<file path="config.mk">
export PLATFORM = sky130hd
export DESIGN_NAME = switch_debouncer
export DESIGN_NICKNAME = d
export VERILOG_FILES = /design/src/rtl/switch_debouncer.sv
export SDC_FILE = /design/constraint.sdc
export NUM_CORES = 1
export LEC_CHECK = 0
export BUFFER_PORTS_ARGS = -buffer_cell sky130_fd_sc_hd__buf_2
export CORE_AREA = 3 3 140 210
export CTS_CLUSTER_SIZE = 28
export DETAILED_ROUTE_END_ITERATION = 8
export DIE_AREA = 0 0 143 213
export PLACE_DENSITY = 0.81
export SYNTH_ARGS = -nofsm -noshare
export SYNTH_HDL_FRONTEND = slang
export SYNTH_SLANG_ARGS = --single-unit
export TNS_END_PERCENT = 30
</file>
<file path="constraint.sdc">
create_clock -name CLOCK_50_I -period 2.1 [get_ports CLOCK_50_I]
set_clock_uncertainty 0.15 [all_clocks]
set_input_delay 0.105 -clock CLOCK_50_I [delete_from_list [all_inputs] [get_ports CLOCK_50_I]]
set_output_delay 0.105 -clock CLOCK_50_I [all_outputs]
set_load 0.02 [all_outputs]
</file>
<file path="src/rtl/switch_debouncer.sv">
// Two-flop synchroniser plus per-bit stability counter for a raw switch bank; emits clean levels and rise/fall pulses.
// Latency: input stable from edge k appears on SWITCH_DB_O at edge k+1+DEBOUNCE_CYCLES; no backpressure, all outputs registered.
module switch_debouncer #(
  parameter int NUM_SW          = 18,
  parameter int DEBOUNCE_CYCLES = 50000,
  parameter int CNT_W           = 16
) (
  input  logic              CLOCK_50_I,
  input  logic              RESET_I,
  input  logic [NUM_SW-1:0] SWITCH_I,
  output logic [NUM_SW-1:0] SWITCH_DB_O,
  output logic [NUM_SW-1:0] SWITCH_RISE_O,
  output logic [NUM_SW-1:0] SWITCH_FALL_O,
  output logic              CHANGE_O
);

  localparam logic [CNT_W-1:0] LAST = CNT_W'(DEBOUNCE_CYCLES - 1);

  logic [NUM_SW-1:0] sync_a;
  logic [NUM_SW-1:0] sync_b;
  logic [CNT_W-1:0]  cnt     [NUM_SW];
  logic [CNT_W-1:0]  cnt_nxt [NUM_SW];
  logic [NUM_SW-1:0] db_nxt;
  logic [NUM_SW-1:0] rise_nxt;
  logic [NUM_SW-1:0] fall_nxt;

  // A single agreeing cycle clears the count, so any bounce restarts the window.
  always_comb begin
    db_nxt   = SWITCH_DB_O;
    rise_nxt = '0;
    fall_nxt = '0;
    for (int i = 0; i < NUM_SW; i++) begin
      cnt_nxt[i] = '0;
      if (sync_b[i] != SWITCH_DB_O[i]) begin
        if (cnt[i] == LAST) begin
          db_nxt[i]   = sync_b[i];
          rise_nxt[i] = sync_b[i];
          fall_nxt[i] = ~sync_b[i];
        end else begin
          cnt_nxt[i] = cnt[i] + 1'b1;
        end
      end
    end
  end

  always_ff @(posedge CLOCK_50_I) begin
    if (RESET_I) begin
      sync_a        <= '0;
      sync_b        <= '0;
      SWITCH_DB_O   <= '0;
      SWITCH_RISE_O <= '0;
      SWITCH_FALL_O <= '0;
      CHANGE_O      <= 1'b0;
      for (int i = 0; i < NUM_SW; i++) begin
        cnt[i] <= '0;
      end
    end else begin
      sync_a        <= SWITCH_I;
      sync_b        <= sync_a;
      SWITCH_DB_O   <= db_nxt;
      SWITCH_RISE_O <= rise_nxt;
      SWITCH_FALL_O <= fall_nxt;
      CHANGE_O      <= |(rise_nxt | fall_nxt);
      for (int i = 0; i < NUM_SW; i++) begin
        cnt[i] <= cnt_nxt[i];
      end
    end
  end

endmodule
</file>
======== Yosys cells after proc, flatten, opt, wreduce, memory -nomap -nowiden ========
Memories as Yosys holds them, arrays and structs flattened.
Cells that the tools add are included.
word-level totals
  output and inout port bits .............. 55
  bits in registers ....................... 91
  bits in writable memories ............... 288
  memories ................................ 1
operators by class
  $add $sub $neg .......................... 18
  mux-type cells .......................... 129
  eq/ne operators ......................... 36
  reduce and logical (&&, ||, !) cells .... 19
  bitwise logic cells ..................... 37
memory list
  memory  words  width  read ports  clocked after Yosys merged registers in  write ports  line  text
  cnt     18     16     18          0                                        18           21    logic [CNT_W-1:0] cnt [NUM_SW];
operator list
  cell                                           number
  two-way mux 16 bit                             54
  adder 16 x 1 -> 16 bit, second input constant  18
  == test 16 bit, second input constant          18
  two-way mux 1 bit                              75
  AND reduction 2 bit                            18
  inequality test 1 bit                          18
  NOT 1 bit                                      18
  OR 1 bit                                       18
  OR 18 bit                                      1
  OR reduction 18 bit                            1

======== Logic depth before layout (Yosys ltp) ========
Gate-level depths: netlist of the first run.
  depth after elaboration ................. 5
  depth in mapped cells ................... 7
  gate-level depth less buffers ........... 6

======== Worst setup path before layout of the first run ========
OpenSTA, ideal clock, no wires.
  path type ............................... register -> register
  start point ............................. memory cnt[16][7]
  end point ............................... memory cnt[16][12]
  setup slack ............................. 0.111 ns
  clock period less this slack ............ 1.989 ns
  stages on the path, launching flop included .. 7
  path buffers ............................ 2
  data arrival time ....................... 1.724 ns
  cell sequence ........................... dfxtp_1 > or4_1 > nor4_4 > or3_1 > buf_4 > buf_4 > nor2_1
RTL lines
  element          line
  start, declared  21

==> flow_metrics.py, run 1 <==
metrics = {
    "run_status": {
        "status": "finished, final reports clean",
    },
    "floorplan": {
        "pin_count": 75,
        "die_width_um": 143,
        "coreArea_um2": 27870,
        "initial_core_util_pct": 54.47,
        "die_h_um": 213,
        "fp-row-count": 75,
        "fp.dieArea_um2": 30460,
    },
    "power_and_ir_drop": {
        "swShare_pct": 19.68,
        "seqPwrFrac_pct": 50.2,
        "power.density_nw_per_um2": 812.9,
        "p_sw_uw": 2846,
        "p_int_uw": 11620,
        "combinationalPowerShare_pct": 1.5,
        "leakagePower_uw": 0.006303,
        "total_power_uw": 14460,
        "clkPwrFrac_pct": 48.3,
        "ir_worst_vdd_mv": 1.097,
    },
    "clocking": {
        "cts-buffers-inserted": 36,
        "cts_sinks": 379,
        "cts_tree": "done",
        "htree_num_levels": 2,
        "cts_root_buf": "clkbuf_16",
        "clock_path_buffers": 3,
        "insertion_delay_ns": 0.51,
        "clk_pin_slew_ns": 0.07,
    },
    "critical_path": {
        "path_cells": "or4_1 > nor4_4 > buf_4 > or3_1 > buf_12 > nor2_1",
        "r2r_end": "cnt[9][4]",
        "endpoint_kind": "flip-flop",
        "cp.required_ns": 2.34,
        "start_kind": "flip-flop",
        "slowest_delay_ns": 0.59,
        "r2r_slack_ns": 0.08,
        "reg2reg_from": "cnt[9][11]",
        "timing_worst_setup_path_type": "reg -> reg",
        "crit_fanout": 16,
        "critPathArrivalTime_ns": 2.26,
        "crit_slowest_cell": "or4_1",
        "rr_worst_depth": 6,
    },
    "place": {
        "post-place-ws_ns": -0.05139,
        "dpl-instance-area_um2": 16210,
        "globalplace.congestion": 0.8372,
        "numPortBuffers": 74,
        "hpwl_um": 20500,
    },
    "min_path": {
        "hold_depth": 3,
        "whs_endpoint": "sync_a[17]",
        "hp-start": "SWITCH_I[17]",
        "hp-class": "in -> reg",
    },
    "sta": {
        "period_share_pct": 96.16,
        "setup_viol": 0,
        "timing.hold.ws_ns": 0.1931,
        "slew_headroom_pct": 60.71,
        "max_freq_ghz": 0.4952,
        "final_hold_viol_count": 0,
        "period_needed_ns": 2.019,
        "fin_ws_ns": 0.08073,
        "rsz0062_at_grt": "false",
        "maxSlewViolCount": 0,
        "tightest_slew_ns": 0.5840,
    },
    "grt": {
        "grt_max_degree": 42,
        "top_usage_layer": "met2",
        "grt_pass1_vias": 11460,
        "grt_use_met3_pct": 3.316,
        "grtUsageMet1_pct": 22.63,
        "antenna_found_initial": 1,
        "grt_pass1_wl_um": 50850,
        "grt.overflow.total": 0,
        "globalRouteMet2Util_pct": 36.47,
        "grtUsageTotal_pct": 19.69,
    },
    "synth": {
        "ys_types": 48,
        "yosys.area.top_type_share_pct": 49.98,
        "yosysMostFrequentCell": "dfxtp_1",
        "yosys.area.top_type": "dfxtp_1",
        "syn_nets": 1674,
        "ys_warn_count": 0,
        "synth.avg_cell_area_um2": 9.280,
        "synth_common_cells": "379 x dfxtp_1, 364 x nor2_1, 137 x xnor2_1",
        "synth_area_um2": 15180,
        "synth_seq_cells": 379,
        "seq_area_frac_synth_pct": 49.98,
        "synth_edf_count": 0,
        "synthCells": 1636,
        "ys_top_cells_by_area": "dfxtp_1 50%, nor2_1 9.0%, xnor2_1 7.9%",
        "synth-async-reset-ratio_pct": 0,
        "synth_flop_cell": "dfxtp_1",
    },
    "finish": {
        "area_delta_synth_final_pct": 17.20,
        "fin_nets": 1815,
        "utilization_pct": 63.84,
        "drive_above_1_share_pct": 11.15,
        "final_area_um2": 17790,
        "antenna_cells": 0,
    },
    "route": {
        "finalWirelength_um": 30240,
        "drcViolationCount": 0,
        "ant_nets": 0,
        "num_vias": 11430,
        "vias_per_cell": 5.323,
        "drt_iter0_markers": 441,
        "firstDrtPassIters": 5,
        "wl_per_cell_um": 14.08,
    },
    "run": {
        "maxCapViolations": 0,
    },
}
-- repair_timing --
| item | 4_1_cts | 5_1_grt |
|---|---|---|
| hold endpoints to repair | 30 | 0 |
| buffers inserted | 0 | 1 |
| gates resized for setup | 5 | 8 |
| hold buffers | 24 | 0 |
| pin swaps | 1 | 3 |
| setup endpoints to repair | 1 | 45 |
-- stage by stage --
step	TNS [ns]	std cells
after floorplan	0	1636
after global placement	0	2060
after detailed placement	-0.05139	2060
after CTS	0	2147
after global routing	0	2148
final	0	2148
-- worst max-delay path, delay by kind of cell, from the launching register on --
kind / cells / cell delay, ns
buffers and inverters: 2 / 0.32
DFF: 1 / 0.33
and+or+nand+nor: 4 / 1.10
-- metal layers --
metal,wire length (um),up-vias
met3,1290,67
li1,-,5760
met5,0,-
met1,12690,5420
met2,15350,187
met4,910,0
-- state kept, by name, summed over array words and instances, names as in the netlist --
name,flops
SWITCH_RISE_O,18
SWITCH_DB_O,18
CHANGE_O,1
sync_b,18
SWITCH_FALL_O,18
sync_a,18
cnt,288
-- worst max path at each step --
stage / startpoint / end / cells after the start
after detailed placement: cnt[17][0] / CHANGE_O / 6
final: cnt[9][11] / cnt[9][4] / 6
after global placement: cnt[17][0] / CHANGE_O / 6
after floorplan: cnt[16][7] / cnt[16][12] / 6
after CTS: cnt[17][0] / CHANGE_O / 6
after global routing: cnt[9][11] / cnt[9][4] / 6
-- placed cells by master, fill, tap and decap left out, types with 10 or more instances in the layout --
cell / count
dlygate4sd3_1: 24
inv_1: 28
or3_1: 10
nor4_1: 11
ha_1: 17
mux2i_1: 17
nand4_1: 47
nor2b_1: 43
and4_1: 13
nor4bb_1: 16
nor4b_1: 35
nand3_1: 100
buf_4: 43
dfxtp_1: 378
nor3_1: 30
nor2_1: 364
xor2_1: 129
and3_1: 56
clkbuf_16: 37
and3b_1: 10
xnor2_1: 137
buf_2: 73
nand2_1: 87
-- cell type report --
cell class                 count  area, um^2
clock buffer                  51        1069
inverter                      28       105.1
tap                          346       432.9
timing repair buffer         145        1028
fill                        2129       10080
sequential                   379        7589
clock inverter                12       219.0
multi-input combinational   1187        7351
-- logic make-up (layout without fill, tap and decap cells) --
| kind of cell | after synthesis | after routing | synth area share [%] |
|---|---|---|---|
| AOI/OAI and AO/OA | 16 | 16 | 0.7664 |
| xor gates and xnor gates | 266 | 266 | 15.35 |
| adders and majority gates | 18 | 18 | 1.483 |
| buffers and inverters | 70 | 236 | 1.912 |
| DFF | 379 | 379 | 49.98 |
| muxes | 17 | 17 | 1.121 |
| and+or+nand+nor | 870 | 870 | 29.40 |
-- power groups by stage --
stage / logic [uW] / registers, uW / clock network, uW
after floorplan: 115 / 7410 / 0
after global placement: 177 / 7420 / 0
after detailed placement: 181 / 7420 / 0
after CTS: 216 / 7260 / 7100
after global routing: 242 / 7270 / 7390
final: 219 / 7260 / 6980
No activity file was read; power rests on OpenSTA's default activity.
==> run 2: changes to the inputs <==
Settings changed: CORE_AREA 3 3 140 210 to 3 3 164 245, CTS_BUF_LIST from default to sky130_fd_sc_hd__clkbuf_4 sky130_fd_sc_hd__clkbuf_8, DIE_AREA 0 0 143 213 to 0 0 167 248, PLACE_DENSITY 0.81 to 0.63.
==> flow_metrics.py, run 2 (synthesized netlist as in run 1, its figures left out) <==
metrics = {
    "run_status": {
        "status": "finished, final reports clean",
    },
    "power_and_ir_drop": {
        "swShare_pct": 20.81,
        "leakagePower_uw": 0.006450,
        "ir_worst_vdd_mv": 0.5184,
        "seqPwrFrac_pct": 51.4,
        "p_sw_uw": 2939,
        "power.density_nw_per_um2": 780.4,
        "clkPwrFrac_pct": 46.9,
        "p_int_uw": 11190,
        "combinationalPowerShare_pct": 1.7,
        "total_power_uw": 14130,
    },
    "grt": {
        "grt_pass1_vias": 11300,
        "grt_pass1_wl_um": 51090,
        "antenna_found_initial": 1,
        "grtUsageTotal_pct": 14.28,
        "grt_max_degree": 39,
        "grt.overflow.total": 0,
    },
    "route": {
        "maxUsedRoutingLayer": "met5",
        "drt_iter0_markers": 366,
        "met1Wirelength_um": 13280,
        "wl_met3_um": 1082,
        "firstDrtPassIters": 4,
        "vias_per_cell": 4.837,
        "num_vias": 11370,
        "finalWirelength_um": 30090,
        "drcViolationCount": 0,
        "wl_per_cell_um": 12.80,
        "wl_met2_um": 15030,
        "ant_nets": 0,
    },
    "sta": {
        "period_share_pct": 95.57,
        "tns_ns": 0,
        "rsz0062_at_grt": "false",
        "final_hold_viol_count": 0,
        "setup_viol": 0,
        "period_needed_ns": 2.007,
        "slew_headroom_pct": 62.64,
        "maxSlewViolCount": 0,
        "max_freq_ghz": 0.4982,
        "tightest_slew_ns": 0.5561,
    },
    "finish": {
        "finalNonFillerCells": 2351,
        "final_cell_mix": "379 x dfxtp_1, 364 x nor2_1, 137 x xnor2_1, 129 x xor2_1, 101 x nand3_1",
        "area_delta_synth_final_pct": 19.23,
        "multiInputGateArea_um2": 7342,
        "largest-register": "cnt",
        "final_common_cell": "dfxtp_1",
        "antenna_cells": 0,
        "n_fill_cell": 3634,
        "utilization_pct": 47.11,
        "drive_above_1_share_pct": 13.42,
        "ff_latch_area_um2": 7587,
        "fin_nets": 1850,
        "largest_reg_flops": 288,
    },
    "place": {
        "hpwl_um": 20700,
        "globalplace.congestion": 0.8009,
        "numPortBuffers": 74,
        "dp_cells": 2215,
    },
    "critical_path": {
        "critPathArrivalTime_ns": 2.35,
        "endpoint_kind": "flip-flop",
        "crit_fanout": 4,
        "timing_worst_setup_path_type": "reg -> reg",
        "cp.required_ns": 2.44,
        "start_kind": "flip-flop",
    },
    "floorplan": {
        "coreArea_um2": 38430,
        "fp.dieArea_um2": 41420,
        "initial_core_util_pct": 39.51,
        "pin_count": 75,
        "die_h_um": 248,
        "die_width_um": 167,
        "fp-row-count": 88,
    },
    "clocking": {
        "clk_pin_slew_ns": 0.06,
        "clock_path_buffers": 3,
        "htree_num_levels": 2,
        "cts_tree": "done",
        "cts_sinks": 379,
        "insertion_delay_ns": 0.60,
        "cts-buffers-inserted": 58,
        "cts_root_buf": "clkbuf_8",
    },
    "min_path": {
        "hp-class": "in -> reg",
    },
    "run": {
        "maxCapViolations": 0,
    },
}
## run 2: what timing repair did
action / 4_1_cts / 5_1_grt
gates resized for setup: 0 / 7
buffers inserted: 0 / 1
endpoints found under the hold margin: 55 / 0
endpoints found under the setup margin: 0 / 28
hold buffers: 31 / 0
## run 2: power groups by stage
stage	clock network, uW	logic (uW)	registers [uW]
4_1_cts	6850	234	7260
3_3_place_gp	0	188	7420
6_report	6630	235	7270
5_1_grt	7170	260	7270
2_1_floorplan	0	115	7410
3_5_place_dp	0	191	7420
## run 2: through the flow
step / worst slack (ns) / cell area [um^2] / hold WS, ns
floorplan: 0.1111 / 15180 / 0.08318
global placement: 0.07343 / 16450 / 0.1695
detailed placement: 0.04133 / 16450 / 0.1728
CTS: 0.04346 / 18060 / 0.07933
global route: 0.01298 / 18100 / 0.1211
finish: 0.09295 / 18100 / 0.1399
## run 2: final timing paths
| check | cells past startpoint | slack (ns) | startpoint | end |
|---|---|---|---|---|
| max | 4 | 0.09 | cnt[14][11] | SWITCH_FALL_O[14] |
| min | 3 | 0.14 | SWITCH_I[5] | sync_a[5] |
| max reg2reg | 4 | 0.09 | cnt[14][11] | SWITCH_FALL_O[14] |
| min reg2reg | 1 | 0.29 | sync_a[5] | sync_b[5] |
## run 2: critical path: stages, from the launching register on
cell and delay (ns):
dfxtp_1 0.31, or4_1 0.51, or4_4 0.52, buf_4 0.17, nor4b_1 0.26
## run 2: cell type report
| type | count | area share (%) |
|---|---|---|
| Tap cell | 495 | 3.422 |
| Timing Repair Buffer | 158 | 6.387 |
| Clock buffer | 92 | 6.373 |
| Multi-Input combinational cell | 1187 | 40.56 |
| Clock inverter | 12 | 0.7604 |
| Inverter | 28 | 0.5806 |
| Sequential cell | 379 | 41.92 |
## run 2: layer usage
metal	track usage [%]	vias to the layer above
met5	0	-
met4	4.661	2
met3	2.900	61
met2	25.88	155
met1	16.91	5299
li1	-	5854
